### src/rtl/lift_pkg.sv
// lift_pkg: shared floor widths, direction codes and scheduler state encoding
package lift_pkg;
    localparam int N_FLOORS = 16;
    localparam int FLOOR_W = 4;
    localparam logic [1:0] DIR_IDLE = 2'b00;
    localparam logic [1:0] DIR_UP = 2'b01;
    localparam logic [1:0] DIR_DOWN = 2'b10;
    // state codes equal the dir codes so dir is the state register itself
    typedef enum logic [1:0] {
        IDLE = DIR_IDLE,
        UP = DIR_UP,
        DOWN = DIR_DOWN
    } state_t;
endpackage

### src/rtl/lift_call_sched_if.sv
// lift_call_sched_if: switch/tick inputs and scheduled-target outputs of lift_call_sched
interface lift_call_sched_if;
    import lift_pkg::*;
    logic sample_tick;
    logic [N_FLOORS-1:0] sw;
    logic [FLOOR_W-1:0] cur_floor;
    logic door_open;
    logic [N_FLOORS-1:0] pending;
    logic [FLOOR_W-1:0] target_floor;
    logic target_valid;
    logic [1:0] dir;
    modport master (
        output sample_tick, sw, cur_floor, door_open,
        input pending, target_floor, target_valid, dir
    );
    modport slave (
        input sample_tick, sw, cur_floor, door_open,
        output pending, target_floor, target_valid, dir
    );
endinterface

### src/rtl/lift_sw_debounce.sv
// lift_sw_debounce: single switch debouncer with stable level and rise pulse
module lift_sw_debounce #(
    parameter int DB_SAMPLES = 3
) (
    input logic clk_100MHz,
    input logic rst_n,
    input logic sample_tick,
    input logic sw,
    output logic stable,
    output logic rise
);
    logic [DB_SAMPLES-1:0] hist_q, hist_d;
    logic stable_q, stable_d;
    always_comb begin
        hist_d = sample_tick ? {hist_q[DB_SAMPLES-2:0], sw} : hist_q;
        stable_d = &hist_d ? 1'b1 : ~|hist_d ? 1'b0 : stable_q;
    end
    always_ff @(posedge clk_100MHz or negedge rst_n) begin
        if (!rst_n) begin
            hist_q <= '0;
            stable_q <= 1'b0;
        end else begin
            hist_q <= hist_d;
            stable_q <= stable_d;
        end
    end
    // pulse during the tick cycle that completes a run of highs
    assign rise = stable_d & ~stable_q;
    assign stable = stable_q;
endmodule

### src/rtl/lift_call_sched.sv
// lift_call_sched: debounced call latching and SCAN target scheduling for the lift FSM
module lift_call_sched
    import lift_pkg::*;
#(
    parameter int DB_SAMPLES = 3
) (
    input logic clk_100MHz,
    input logic rst_n,
    lift_call_sched_if.slave bus
);
    logic [N_FLOORS-1:0] rise, level_unused;
    logic [N_FLOORS-1:0] pending_q, pending_d;
    logic [N_FLOORS-1:0] at_mask, below_mask, up_set, dn_set;
    logic [FLOOR_W-1:0] target_q, target_d, lo, hi;
    logic valid_q, valid_d, here, above, below;
    state_t state_q, state_d;
    for (genvar g = 0; g < N_FLOORS; g++) begin : g_db
        lift_sw_debounce #(.DB_SAMPLES(DB_SAMPLES)) u_db (
            .clk_100MHz(clk_100MHz),
            .rst_n(rst_n),
            .sample_tick(bus.sample_tick),
            .sw(bus.sw[g]),
            .stable(level_unused[g]),
            .rise(rise[g])
        );
    end
    always_comb begin
        at_mask = N_FLOORS'(1) << bus.cur_floor;
        below_mask = at_mask - N_FLOORS'(1);
        up_set = pending_q & ~below_mask;
        dn_set = pending_q & (below_mask | at_mask);
        here = |(pending_q & at_mask);
        above = |(up_set & ~at_mask);
        below = |(pending_q & below_mask);
        // clear wins over a same-cycle set on the door floor
        pending_d = (pending_q | rise) & ~(bus.door_open ? at_mask : '0);
        lo = '0;
        hi = '0;
        for (int i = N_FLOORS - 1; i >= 0; i--)
            if (up_set[i]) lo = FLOOR_W'(i);
        for (int i = 0; i < N_FLOORS; i++)
            if (dn_set[i]) hi = FLOOR_W'(i);
        state_d = state_q == UP ? ((above || here) ? UP : below ? DOWN : IDLE)
                : state_q == DOWN ? ((below || here) ? DOWN : above ? UP : IDLE)
                : (above ? UP : below ? DOWN : IDLE);
        target_d = state_d == UP ? lo : state_d == DOWN ? hi : here ? bus.cur_floor : target_q;
        valid_d = (state_d != IDLE) || here;
    end
    always_ff @(posedge clk_100MHz or negedge rst_n) begin
        if (!rst_n) begin
            pending_q <= '0;
            target_q <= '0;
            valid_q <= 1'b0;
            state_q <= IDLE;
        end else begin
            pending_q <= pending_d;
            target_q <= target_d;
            valid_q <= valid_d;
            state_q <= state_d;
        end
    end
    assign bus.pending = pending_q;
    assign bus.target_floor = target_q;
    assign bus.target_valid = valid_q;
    assign bus.dir = state_q;
endmodule
### src/flat_wrapper.sv
// flat-port wrapper written by rule: the top's interface ports become plain ports
module lift_call_sched_flat import lift_pkg::*;
#(
    parameter int DB_SAMPLES = 3
)
  (clk_100MHz, rst_n, bus_sample_tick, bus_sw, bus_cur_floor, bus_door_open, bus_pending, bus_target_floor, bus_target_valid, bus_dir);
  lift_call_sched_if bus_i ();
  input logic clk_100MHz;
  input logic rst_n;
  input wire logic [$bits(bus_i.sample_tick)-1:0] bus_sample_tick;
  input wire logic [$bits(bus_i.sw)-1:0] bus_sw;
  input wire logic [$bits(bus_i.cur_floor)-1:0] bus_cur_floor;
  input wire logic [$bits(bus_i.door_open)-1:0] bus_door_open;
  output wire logic [$bits(bus_i.pending)-1:0] bus_pending;
  output wire logic [$bits(bus_i.target_floor)-1:0] bus_target_floor;
  output wire logic [$bits(bus_i.target_valid)-1:0] bus_target_valid;
  output wire logic [$bits(bus_i.dir)-1:0] bus_dir;
  assign bus_i.sample_tick = bus_sample_tick;
  assign bus_i.sw = bus_sw;
  assign bus_i.cur_floor = bus_cur_floor;
  assign bus_i.door_open = bus_door_open;
  assign bus_pending = bus_i.pending;
  assign bus_target_floor = bus_i.target_floor;
  assign bus_target_valid = bus_i.target_valid;
  assign bus_dir = bus_i.dir;
  lift_call_sched #(.DB_SAMPLES(DB_SAMPLES)) u_core (.clk_100MHz(clk_100MHz), .rst_n(rst_n), .bus(bus_i));
endmodule
### config.mk
export PLATFORM = sky130hd
export DESIGN_NAME = lift_call_sched_flat
export DESIGN_NICKNAME = d
export VERILOG_FILES = /design/src/rtl/lift_pkg.sv /design/src/rtl/lift_call_sched_if.sv /design/src/rtl/lift_sw_debounce.sv /design/src/rtl/lift_call_sched.sv /design/src/flat_wrapper.sv
export SDC_FILE = /design/constraint.sdc
export NUM_CORES = 1
export LEC_CHECK = 0
export BUFFER_PORTS_ARGS = -buffer_cell sky130_fd_sc_hd__buf_2
export CORE_ASPECT_RATIO = 0.9
export CORE_UTILIZATION = 54
export DETAILED_ROUTE_END_ITERATION = 8
export GPL_ROUTABILITY_DRIVEN = 0
export PLACE_DENSITY = 0.84
export SYNTH_ARGS = -nofsm -noshare
export SYNTH_HDL_FRONTEND = slang
export SYNTH_SLANG_ARGS = --single-unit
### constraint.sdc
create_clock -name clk_100MHz -period 2.9 [get_ports clk_100MHz]
set_clock_uncertainty 0.05 [all_clocks]
set_input_delay 0.435 -clock clk_100MHz [delete_from_list [all_inputs] [get_ports clk_100MHz]]
set_output_delay 0.435 -clock clk_100MHz [all_outputs]
set_load 0.05 [all_outputs]
==> results of run 1 <==
[layer usage]
metal / share of wire, % / wire length (microns) / GRT usage [%]
met5: 0 / 0 / 0
met4: 6.4 / 969 / 17.8
met3: 10 / 1550 / 9.43
met2: 44 / 6620 / 50.9
met1: 39 / 5920 / 42.5
[synthesized netlist by cell type (all sizes together), types with 2 or more instances]
cell type,number,area [sq um]
a211o,2,17.5
a21oi,35,175
a221oi,3,32.5
a22oi,7,52.6
a311oi,3,32.5
a31oi,30,188
and2,5,33.8
and4bb,2,25.0
buf,10,47.6
clkbuf,11,41.3
dfrtp,87,2180
ha,19,238
inv,30,113
mux2,33,372
mux2i,18,180
nand2,32,120
nand2b,24,150
nand3,4,20.0
nand3b,5,37.5
nand4,2,12.5
nor2,37,141
nor2b,18,113
nor3,6,30.0
o2111ai,3,26.3
o211a,2,20.0
o21ai,43,215
o22ai,2,12.5
o31ai,5,37.5
[layout by cell type, fill, tap and decap left out, types with 3 or more instances in the layout]
cell type / instances
nor2_1: 31
a22oi_1: 6
o2111ai_1: 3
clkbuf_8: 9
nand3b_1: 5
o21ai_1: 3
nor2b_1: 18
and2_1: 3
nand2b_4: 3
ha_1: 13
nand2b_1: 21
a21oi_1: 34
buf_6: 4
a31oi_1: 30
inv_1: 28
nand2_1: 31
nor3_1: 6
nor2_2: 5
buf_4: 103
buf_12: 3
mux2i_1: 18
nand3_1: 4
dfrtp_1: 87
o31ai_1: 3
buf_2: 43
o21ai_0: 38
inv_6: 3
ha_4: 5
mux2_2: 33
[stage by stage]
| step | util (%) | instance area [sq um] | hold slack, ns |
|---|---|---|---|
| 5_1_grt | 74.8 | 6530 | 0.0242 |
| 3_3_place_gp | 69.2 | 6040 | 0.398 |
| 6_report | 74.8 | 6530 | -0.0150 |
| 2_1_floorplan | - | 5010 | 0.0894 |
| 3_5_place_dp | 69.2 | 6040 | 0.413 |
| 4_1_cts | 73.7 | 6430 | 0.00715 |
[where the power goes]
group / switching [W] / leakage, nW / internal, W
logic: 0.00171 / 1.85 / 0.00108
clock network: 0.000494 / 0.0945 / 0.000330
registers: 0.000319 / 1.00 / 0.00154
[kinds of logic after synthesis]
| group | after synthesis |
|---|---|
| DFF | 87 |
| adders and majority gates | 19 |
| muxes | 52 |
| AOI/OAI and AO/OA | 153 |
| and+or+nand+nor | 142 |
| xor gates and xnor gates | 1 |
| buffers and inverters | 51 |
[registers in the layout, indices dropped and copies added, names as in the netlist]
| name | cells |
|---|---|
| u_core.bus.target_valid | 1 |
| u_core.bus.pending | 16 |
| u_core.bus.dir | 2 |
| u_core.bus.target_floor | 4 |
| u_core.g_db.u_db.hist_q | 48 |
| u_core.g_db.u_db.stable | 16 |
[how the worst max path moves through the flow]
stage                                 from                                      to  slack [ns]  cells past startpoint
after global routing      bus_cur_floor[1]  u_core.bus.target_floor[3]$_DFFE_PN0P_       -0.98                     18
after global placement    bus_cur_floor[2]  u_core.bus.target_floor[3]$_DFFE_PN0P_       -1.04                     18
after detailed placement  bus_cur_floor[2]  u_core.bus.target_floor[2]$_DFFE_PN0P_       -1.19                     17
after CTS                 bus_cur_floor[2]  u_core.bus.target_floor[3]$_DFFE_PN0P_       -0.69                     18
final                     bus_cur_floor[0]  u_core.bus.target_floor[2]$_DFFE_PN0P_       -0.83                     19
after floorplan           bus_cur_floor[0]  u_core.bus.target_floor[3]$_DFFE_PN0P_       -0.91                     17
[worst max-delay path: stages]
cell       delay (ns)
buf_6            0.09
or4_4            0.55
ha_4             0.20
buf_12           0.14
clkinv_8         0.04
ha_4             0.19
a222oi_1         0.33
o2111ai_1        0.19
a211oi_2         0.28
nand3_1          0.14
nand3b_1         0.14
buf_4            0.14
o221ai_4         0.11
ha_4             0.20
o21ai_4          0.07
nor3b_2          0.08
a21boi_2         0.16
o32a_1           0.35
a21oi_1          0.15
[repair_timing]
item	in CTS	in global routing
setup endpoints to repair	5	5
gates resized for setup	25	17
setup buffers	8	4
pin swaps	20	20
[cell type report]
| cell class | count | area (sq um) |
|---|---|---|
| Inverter | 30 | 125 |
| Clock buffer | 9 | 124 |
| Tap cell | 119 | 149 |
| Multi-Input combinational cell | 367 | 2790 |
| Timing Repair Buffer | 154 | 1110 |
| Clock inverter | 7 | 61.3 |
| Fill cell | 576 | 2200 |
| Sequential cell | 87 | 2180 |
==> key figures, run 1 <==
Drt
  • DRC errors left: 0
  • First DRT Iteration DRCs: 592
  • Routed vias/inst: 6.27
  • WL final: between 15 and 20 mm
  • DR WL/cell: 19.5 microns
  • Drt first pass iters: 7
  • Via count: 4847
  • Antenna Nets Post-Route: 0

Min path
  • Worst hold path type: primary input to asynchronous set/reset pin

Clock tree
  • H-tree Lvls: 3
  • Clock buffer depth: 2
  • Clock transition at path regs: 0.09 ns
  • Worst-Skew Late Latency: 0.39 ns
  • Clock root buffer: clkbuf_8
  • CTS sink count: a little under 90
  • Cts hold-fix bufs: 0
  • Cts bufs inserted: 9
  • CTS tree: built

Worst setup path
  • RR Endpoint: u_core.bus.target_floor[2]$_DFFE_PN0P_
  • RR Startpoint: u_core.bus.pending[10]$_DFF_PN0_
  • Crit path launch type: primary input
  • Reg-to-reg slack, setup: -0.44 ns
  • R2R cell count: 13
  • WS Path Type: primary input to flip-flop
  • CP required: 3.15 ns
  • Worst Path Arrival: 3.98 ns
  • Crit Path Max Fanout: 5
  • Crit. End Element: flip-flop

Power and ir drop
  • Worst VDD drop: 0.549 mV
  • Lkg Pwr: roughly 2.9 nW
  • Power Dens Cells: 838 nW/um^2
  • Power Total: 0.00547 W

Placed design
  • Port Buffer Count: 46
  • Hpwl dp: 10.5 mm
  • DP Cell Count: 747
  • Worst slack, placed: -1.19 ns

Yosys
  • Yosys reg bits: 87
  • Async S/R FF share, synth: 100%
  • Xor/xnor share of the synthesized area: 0.177%
  • Number of synthesized flops with an enable pin: 0
  • Syn Std Cell Area: 4940 sq um
  • Ys Warns: 0
  • Primary FF master, synth: dfrtp_1
  • Post-synthesis adder-cell area fraction: 4.81%
  • Compound-Gate Fraction of Synth Area: 20.2%
  • Synthesized area per cell: about 10 sq um
  • Largest family of logic cells by synthesized area: compound AO/OA/AOI/OAI gates
  • Post-synthesis mux area share: 11.6%
  • Simple-gate share of the synthesized area: about 15%
  • Syn nets: approximately 550
  • Share of the yosys chip area belonging to registers: 44.1%
  • Netlist cell types: 62
  • Cell count after synthesis: 505

STA
  • Endpoints failing hold: 23
  • Min cycle time layout: 3.73 ns
  • Setup TNS: -3.34 ns
  • Fmax: ~270 MHz
  • Final WS setup: -0.830 ns
  • RSZ-0062 raised after global routing: true
  • Max transition margin: 53.4%
  • Endpoints failing setup: 5
  • Slew @ Worst Pin: 0.699 ns
  • Max Slew Vio Count: 0
  • Final period util: 129%
  • Hold slack: -0.0150 ns

Floorplanning
  • DIE HEIGHT: 92.7 microns
  • Initial Util: around 57%
  • Rows: 32
  • Die area: 9530 sq um
  • Core ar.: 8730 sq um
  • Chip width: between 100 and 150 microns
  • I/O pin total: 47

Global routing
  • Largest net degree at the start of global routing: 47
  • Remaining Overflow, GRT: 0
  • Initial antenna violation count: 0
  • First-pass GRT wire length: 23.8 mm
  • Vias in the first global route: 4873
  • Total track usage: 33.3%

Final layout
  • Synth-to-layout area growth: 32.2%
  • Proportion of layout cells with a drive suffix above 1: 37.5%
  • Nets: 692
  • # diodes: 0
  • Non-filler cells, final: 773

Status
  • Failing checks: negative hold slack, negative setup slack
  • Status: finished, violations left

Job
  • Max-cap viol count: 0
Power figures use the tool's default switching activity.
==> inputs of run 2 (changes only) <==
--- a/config.mk
+++ b/config.mk
@@ -7,10 +7,10 @@
 export LEC_CHECK = 0
 export BUFFER_PORTS_ARGS = -buffer_cell sky130_fd_sc_hd__buf_2
 export CORE_ASPECT_RATIO = 0.9
-export CORE_UTILIZATION = 54
+export CORE_UTILIZATION = 50
 export DETAILED_ROUTE_END_ITERATION = 8
 export GPL_ROUTABILITY_DRIVEN = 0
-export PLACE_DENSITY = 0.84
+export PLACE_DENSITY = 0.79
 export SYNTH_ARGS = -nofsm -noshare
 export SYNTH_HDL_FRONTEND = slang
 export SYNTH_SLANG_ARGS = --single-unit
==> key figures, run 2 (same netlist as run 1, synthesis figures left out) <==
Status
  • Status: finished, violations left
  • Failing checks: design-rule violations, negative setup slack

Floorplanning
  • Rows: 34
  • DIE HEIGHT: around 96 microns
  • Die area: ~10000 sq um
  • Initial Util: 51.4%
  • Chip width: 107 microns
  • Core ar.: 9610 sq um
  • I/O pin total: 47

Clock tree
  • Cts bufs inserted: 9
  • H-tree Lvls: 3
  • Clock root buffer: clkbuf_8
  • CTS sink count: 87
  • Worst-Skew Late Latency: around 0.37 ns
  • Clock transition at path regs: 0.09 ns
  • CTS tree: built
  • Clock buffer depth: 2
  • Cts hold-fix bufs: 0

Drt
  • DRC errors left: 1
  • DR WL/cell: 18.5 microns
  • Routed vias/inst: 6.06
  • WL final: 14.1 mm
  • First DRT Iteration DRCs: 362
  • Via count: 4621
  • Antenna Nets Post-Route: 0
  • Drt first pass iters: 9

Worst setup path
  • Crit Path Max Fanout: 5
  • CP bufs+invs: 5
  • Reg-to-reg slack, setup: -0.42 ns
  • Crit path launch type: primary input
  • CP required: 3.15 ns
  • R2R cell count: 12
  • WS Path Type: primary input to flip-flop
  • CP top delay family: compound AO/OA/AOI/OAI gates
  • RR Startpoint: u_core.bus.pending[10]$_DFF_PN0_
  • Crit. path cell count: 20
  • Crit. End Element: flip-flop
  • CP Launch Point: bus_cur_floor[2]
  • Slowest Stage Delay on Critical Path: between 0.5 and 0.6 ns
  • Capture point of the worst path: u_core.bus.target_floor[2]$_DFFE_PN0P_
  • Worst Path Arrival: between 4 and 5 ns
  • RR Endpoint: u_core.bus.target_floor[2]$_DFFE_PN0P_
  • Crit path max-delay cell type: or4_4
  • CP cell instances: buf_8 -> or4_4 -> ha_4 -> buf_6 -> inv_4 -> ha_4 -> a222oi_1 -> o2111ai_1 -> a211oi_2 -> nand3_1 -> nand3b_1 -> o221a_1 -> ha_2 -> o21ai_2 -> a21oi_2 -> nand2_1 -> buf_4 -> buf_6 -> o32a_1 -> a21oi_1

Min path
  • Worst hold path type: primary input to asynchronous set/reset pin

Global routing
  • Vias in the first global route: 4610
  • Initial antenna violation count: 0
  • First-pass GRT wire length: 22.4 mm
  • Largest net degree at the start of global routing: 46
  • Remaining Overflow, GRT: 0
  • Total track usage: 28.5%

STA
  • Max transition margin: approximately three fifths
  • Hold slack: approximately 0.0044 ns
  • Endpoints failing hold: 0
  • Slew @ Worst Pin: 0.587 ns
  • Setup TNS: -3.65 ns
  • Final WS setup: -0.931 ns
  • Fmax: 261 MHz
  • Endpoints failing setup: 5
  • RSZ-0062 raised after global routing: true
  • Final period util: 132%
  • Min cycle time layout: 3.83 ns
  • Max Slew Vio Count: 0

Final layout
  • Nets: a little under 700
  • Most frequent cells in the layout: buf_4 (89), dfrtp_1 (87), buf_2 (44), o21ai_0 (39), nor2_1 (36)
  • Max reg flops: 48
  • Top reg by flops: u_core.g_db.u_db.hist_q
  • # diodes: 0
  • Synth-to-layout area growth: 27.3%
  • Proportion of layout cells with a drive suffix above 1: around a third
  • Commonest non-fill, non-tap cell in the layout: buf_4

Power and ir drop
  • Power Dens Cells: 859 nW/um^2
  • Lkg Pwr: 2.84 nW
  • Worst VDD drop: between 0.6 and 0.7 mV

Placed design
  • Hpwl dp: between 10 and 15 mm
  • Port Buffer Count: 46
  • Worst slack, placed: -1.17 ns

Job
  • Max-cap viol count: 0
run 2: power breakdown:
| group | switching, W | leakage [nW] | total [W] | internal, W |
|---|---|---|---|---|
| Clock | 0.000442 | 0.109 | 0.000947 | 0.000505 |
| Sequential | 0.000298 | 1.00 | 0.00184 | 0.00154 |
| Combinational | 0.00160 | 1.73 | 0.00261 | 0.00101 |
run 2: timing repair:
action,in CTS,in global routing
gates resized for setup,13,3
pin swaps,16,11
setup buffers,3,3
endpoints found under the setup margin,5,6
run 2: worst min path at each step:
stage | endpoint | slack [ns]
after floorplan | u_core.bus.dir[0]$_DFF_PN0_ | 0.09
after global placement | u_core.g_db[5].u_db.hist_q[0]$_DFF_PN0_ | 0.41
after detailed placement | u_core.g_db[3].u_db.hist_q[0]$_DFF_PN0_ | 0.43
after CTS | u_core.g_db[3].u_db.hist_q[0]$_DFF_PN0_ | 0.03
after global routing | u_core.g_db[3].u_db.hist_q[0]$_DFF_PN0_ | 0.05
final | u_core.g_db[3].u_db.hist_q[0]$_DFF_PN0_ | 0.004
run 2: metrics by stage:
stage                     instance area [sq um]  util (%)  power (W)  cells
final                                      6290      65.4    0.00540    762
after global routing                       6290      65.4    0.00567    762
after CTS                                  6250      65.0    0.00531    759
after detailed placement                   5940      61.8    0.00433    741
after global placement                     5940      61.8    0.00424    741
after floorplan                            5010         -    0.00337    505
run 2: metal layers:
layer | wire [microns] | vias to the layer above | global-route usage, %
li1 | - | 2094 | -
met1 | 5860 | 2225 | 35.8
met2 | 6340 | 224 | 44.9
met3 | 1160 | 78 | 8.06
met4 | 752 | 0 | 15.5
met5 | 0 | - | 0
run 2: layout make-up:
cell class,instances,area (sq um)
Timing Repair Buffer,137,946
Multi-Input combinational cell,367,2670
Clock inverter,5,81.3
Tap cell,126,158
Clock buffer,10,138
Sequential cell,87,2180
Inverter,30,115
Fill cell,745,3330
==> inputs of run 3 (changes only) <==
--- a/config.mk
+++ b/config.mk
@@ -9,8 +9,9 @@
 export CORE_ASPECT_RATIO = 0.9
 export CORE_UTILIZATION = 50
 export DETAILED_ROUTE_END_ITERATION = 8
-export GPL_ROUTABILITY_DRIVEN = 0
+export GPL_ROUTABILITY_DRIVEN = 1
 export PLACE_DENSITY = 0.79
+export RECOVER_POWER = 100
 export SYNTH_ARGS = -nofsm -noshare
 export SYNTH_HDL_FRONTEND = slang
 export SYNTH_SLANG_ARGS = --single-unit
==> key figures, run 3 (same netlist as run 1, synthesis figures left out) <==
Floorplanning
  • Rows: 34
  • Core ar.: 9610 sq um
  • DIE HEIGHT: 96.3 microns
  • I/O pin total: 47
  • Die area: 10300 sq um
  • Initial Util: approximately half
  • Chip width: 107 microns

STA
  • Hold slack: roughly 0.26 ns
  • Max transition margin: -40.4%
  • Fmax: ~260 MHz
  • RSZ-0062 raised after global routing: true
  • Endpoints failing setup: 6
  • Final period util: 133%
  • Max Slew Vio Count: 88
  • Endpoints failing hold: 0
  • Setup TNS: -3.66 ns
  • Slew @ Worst Pin: 2.11 ns
  • Final WS setup: -0.950 ns
  • Min cycle time layout: slightly below 4 ns

Clock tree
  • Clock root buffer: clkbuf_8
  • CTS sink count: 87
  • H-tree Lvls: 3
  • CTS tree: built
  • Worst-Skew Late Latency: approximately 0.37 ns
  • Clock buffer depth: 2
  • Clock transition at path regs: 0.10 ns
  • Cts bufs inserted: 9
  • Cts hold-fix bufs: 0

Drt
  • Antenna Nets Post-Route: 0
  • Routed vias/inst: 5.87
  • Top sig layer: met4
  • WL final: 14.3 mm
  • DRT met1 WL: 6.20 mm
  • DR WL met3: 992 microns
  • First DRT Iteration DRCs: 297
  • DR WL/cell: 18.3 microns
  • Met2 WL post-DR: 6.69 mm
  • DRC errors left: 0
  • Drt first pass iters: 6
  • Via count: 4592

Worst setup path
  • Crit path launch type: primary input
  • Crit path max-delay cell type: or4_4
  • Slowest Stage Delay on Critical Path: ~0.55 ns
  • CP top delay family: compound AO/OA/AOI/OAI gates
  • Crit Path Max Fanout: 5
  • CP required: 3.14 ns
  • CP bufs+invs: 2
  • Worst Path Arrival: 4.09 ns
  • CP cell instances: buf_6 -> or4_4 -> ha_4 -> buf_6 -> nand2_4 -> ha_4 -> a222oi_1 -> o2111ai_1 -> a211oi_2 -> nand3_1 -> nand3b_1 -> o221a_1 -> ha_2 -> o21ai_4 -> a21oi_2 -> nand2_1 -> or3_1 -> a31oi_1
  • Crit. End Element: flip-flop
  • Reg-to-reg slack, setup: -0.39 ns
  • WS Path Type: primary input to flip-flop

Status
  • Status: finished, violations left
  • Failing checks: max-capacitance violations, max-slew violations, negative setup slack

Final layout
  • Max reg flops: 48
  • Final Cell Area: 6530 sq um
  • Commonest non-fill, non-tap cell in the layout: buf_4
  • Most frequent cells in the layout: buf_4 (106), dfrtp_1 (87), o21ai_0 (37), nor2_1 (33), mux2_1 (32)
  • Top reg by flops: u_core.g_db.u_db.hist_q
  • Synth-to-layout area growth: 32.1%
  • Proportion of layout cells with a drive suffix above 1: 30.4%
  • Nets: 693

Power and ir drop
  • Reg power frac: 32.5%
  • Internal power: 0.00312 W
  • Lkg Pwr: 2.90 nW
  • Worst VDD drop: 0.668 mV
  • Gate power share: 49.8%
  • Clk network pwr share: between 15 and 20%
  • Net Switching: 0.00246 W
  • Power Dens Cells: ~850 nW/um^2
  • Switch share: 44.1%

Global routing
  • Initial antenna violation count: 0
  • Remaining Overflow, GRT: 0
  • Largest net degree at the start of global routing: 88
  • Total track usage: 29.2%
  • Vias in the first global route: 4442
  • First-pass GRT wire length: 22.6 mm

Placed design
  • GPL Wtd Cong: around 1.1
  • Port Buffer Count: 46
  • Placement Cell Area: 6020 sq um
  • Hpwl dp: roughly 11 mm

Job
  • Max-cap viol count: 1

Min path
  • Worst hold path type: primary input to flip-flop
==> run 3: final timing paths <==
kind	cells past startpoint	to	from
worst max-delay path	18	u_core.bus.target_floor[3]$_DFFE_PN0P_	bus_cur_floor[0]
worst min-delay path	3	u_core.g_db[6].u_db.hist_q[0]$_DFF_PN0_	bus_sw[6]
worst max register to register	13	u_core.bus.target_floor[2]$_DFFE_PN0P_	u_core.bus.pending[10]$_DFF_PN0_
worst min register to register	2	u_core.g_db[7].u_db.hist_q[0]$_DFF_PN0_	u_core.g_db[7].u_db.hist_q[0]$_DFF_PN0_
max in group asynchronous	2	u_core.bus.pending[14]$_DFF_PN0_	rst_n
min in group asynchronous	2	u_core.g_db[3].u_db.hist_q[2]$_DFF_PN0_	rst_n
==> run 3: timing repair <==
item	4_1_cts	5_1_grt
resized for setup	24	18
buffers inserted	8	7
setup endpoints to repair	5	6
pin swaps	24	20
==> run 3: routing by layer <==
layer	GRT usage, %	vias to the layer above
met4	12.2	0
met5	0	-
li1	-	2140
met2	46.9	188
met3	6.91	49
met1	38.1	2215
==> run 3: layout make-up <==
class | instances | area [sq um]
diodes | 1 | 2.50
clock buffers | 9 | 124
clock inverters | 7 | 106
fillers | 781 | 3090
inverters | 30 | 115
multi-input cells | 367 | 2790
flip-flops and latches | 87 | 2180
well taps | 126 | 158
repair buffers | 155 | 1050
==> run 3: tightest hold or removal path: stages <==
cell and delay, ns:
buf_2 0.07, mux2i_1 0.08, inv_1 0.06
==> run 3: metrics by stage <==
| step | cells | util [%] | setup WS, ns | total power (W) |
|---|---|---|---|---|
| after floorplan | 505 | - | -0.907 | 0.00337 |
| after detailed placement | 750 | 62.6 | -1.31 | 0.00442 |
| after CTS | 774 | 66.9 | -0.739 | 0.00549 |
| final | 782 | 67.9 | -0.950 | 0.00558 |
| after global routing | 781 | 67.9 | -1.09 | 0.00588 |
| after global placement | 750 | 62.6 | -1.12 | 0.00436 |
==> run 3: power by group through the flow <==
stage / Sequential [W] / Clock, W / Combinational, W
after CTS: 0.00180 / 0.00101 / 0.00268
after detailed placement: 0.00182 / 0 / 0.00260
after floorplan: 0.00232 / 0 / 0.00105
after global routing: 0.00185 / 0.00106 / 0.00296
after global placement: 0.00180 / 0 / 0.00256
final: 0.00181 / 0.000988 / 0.00278
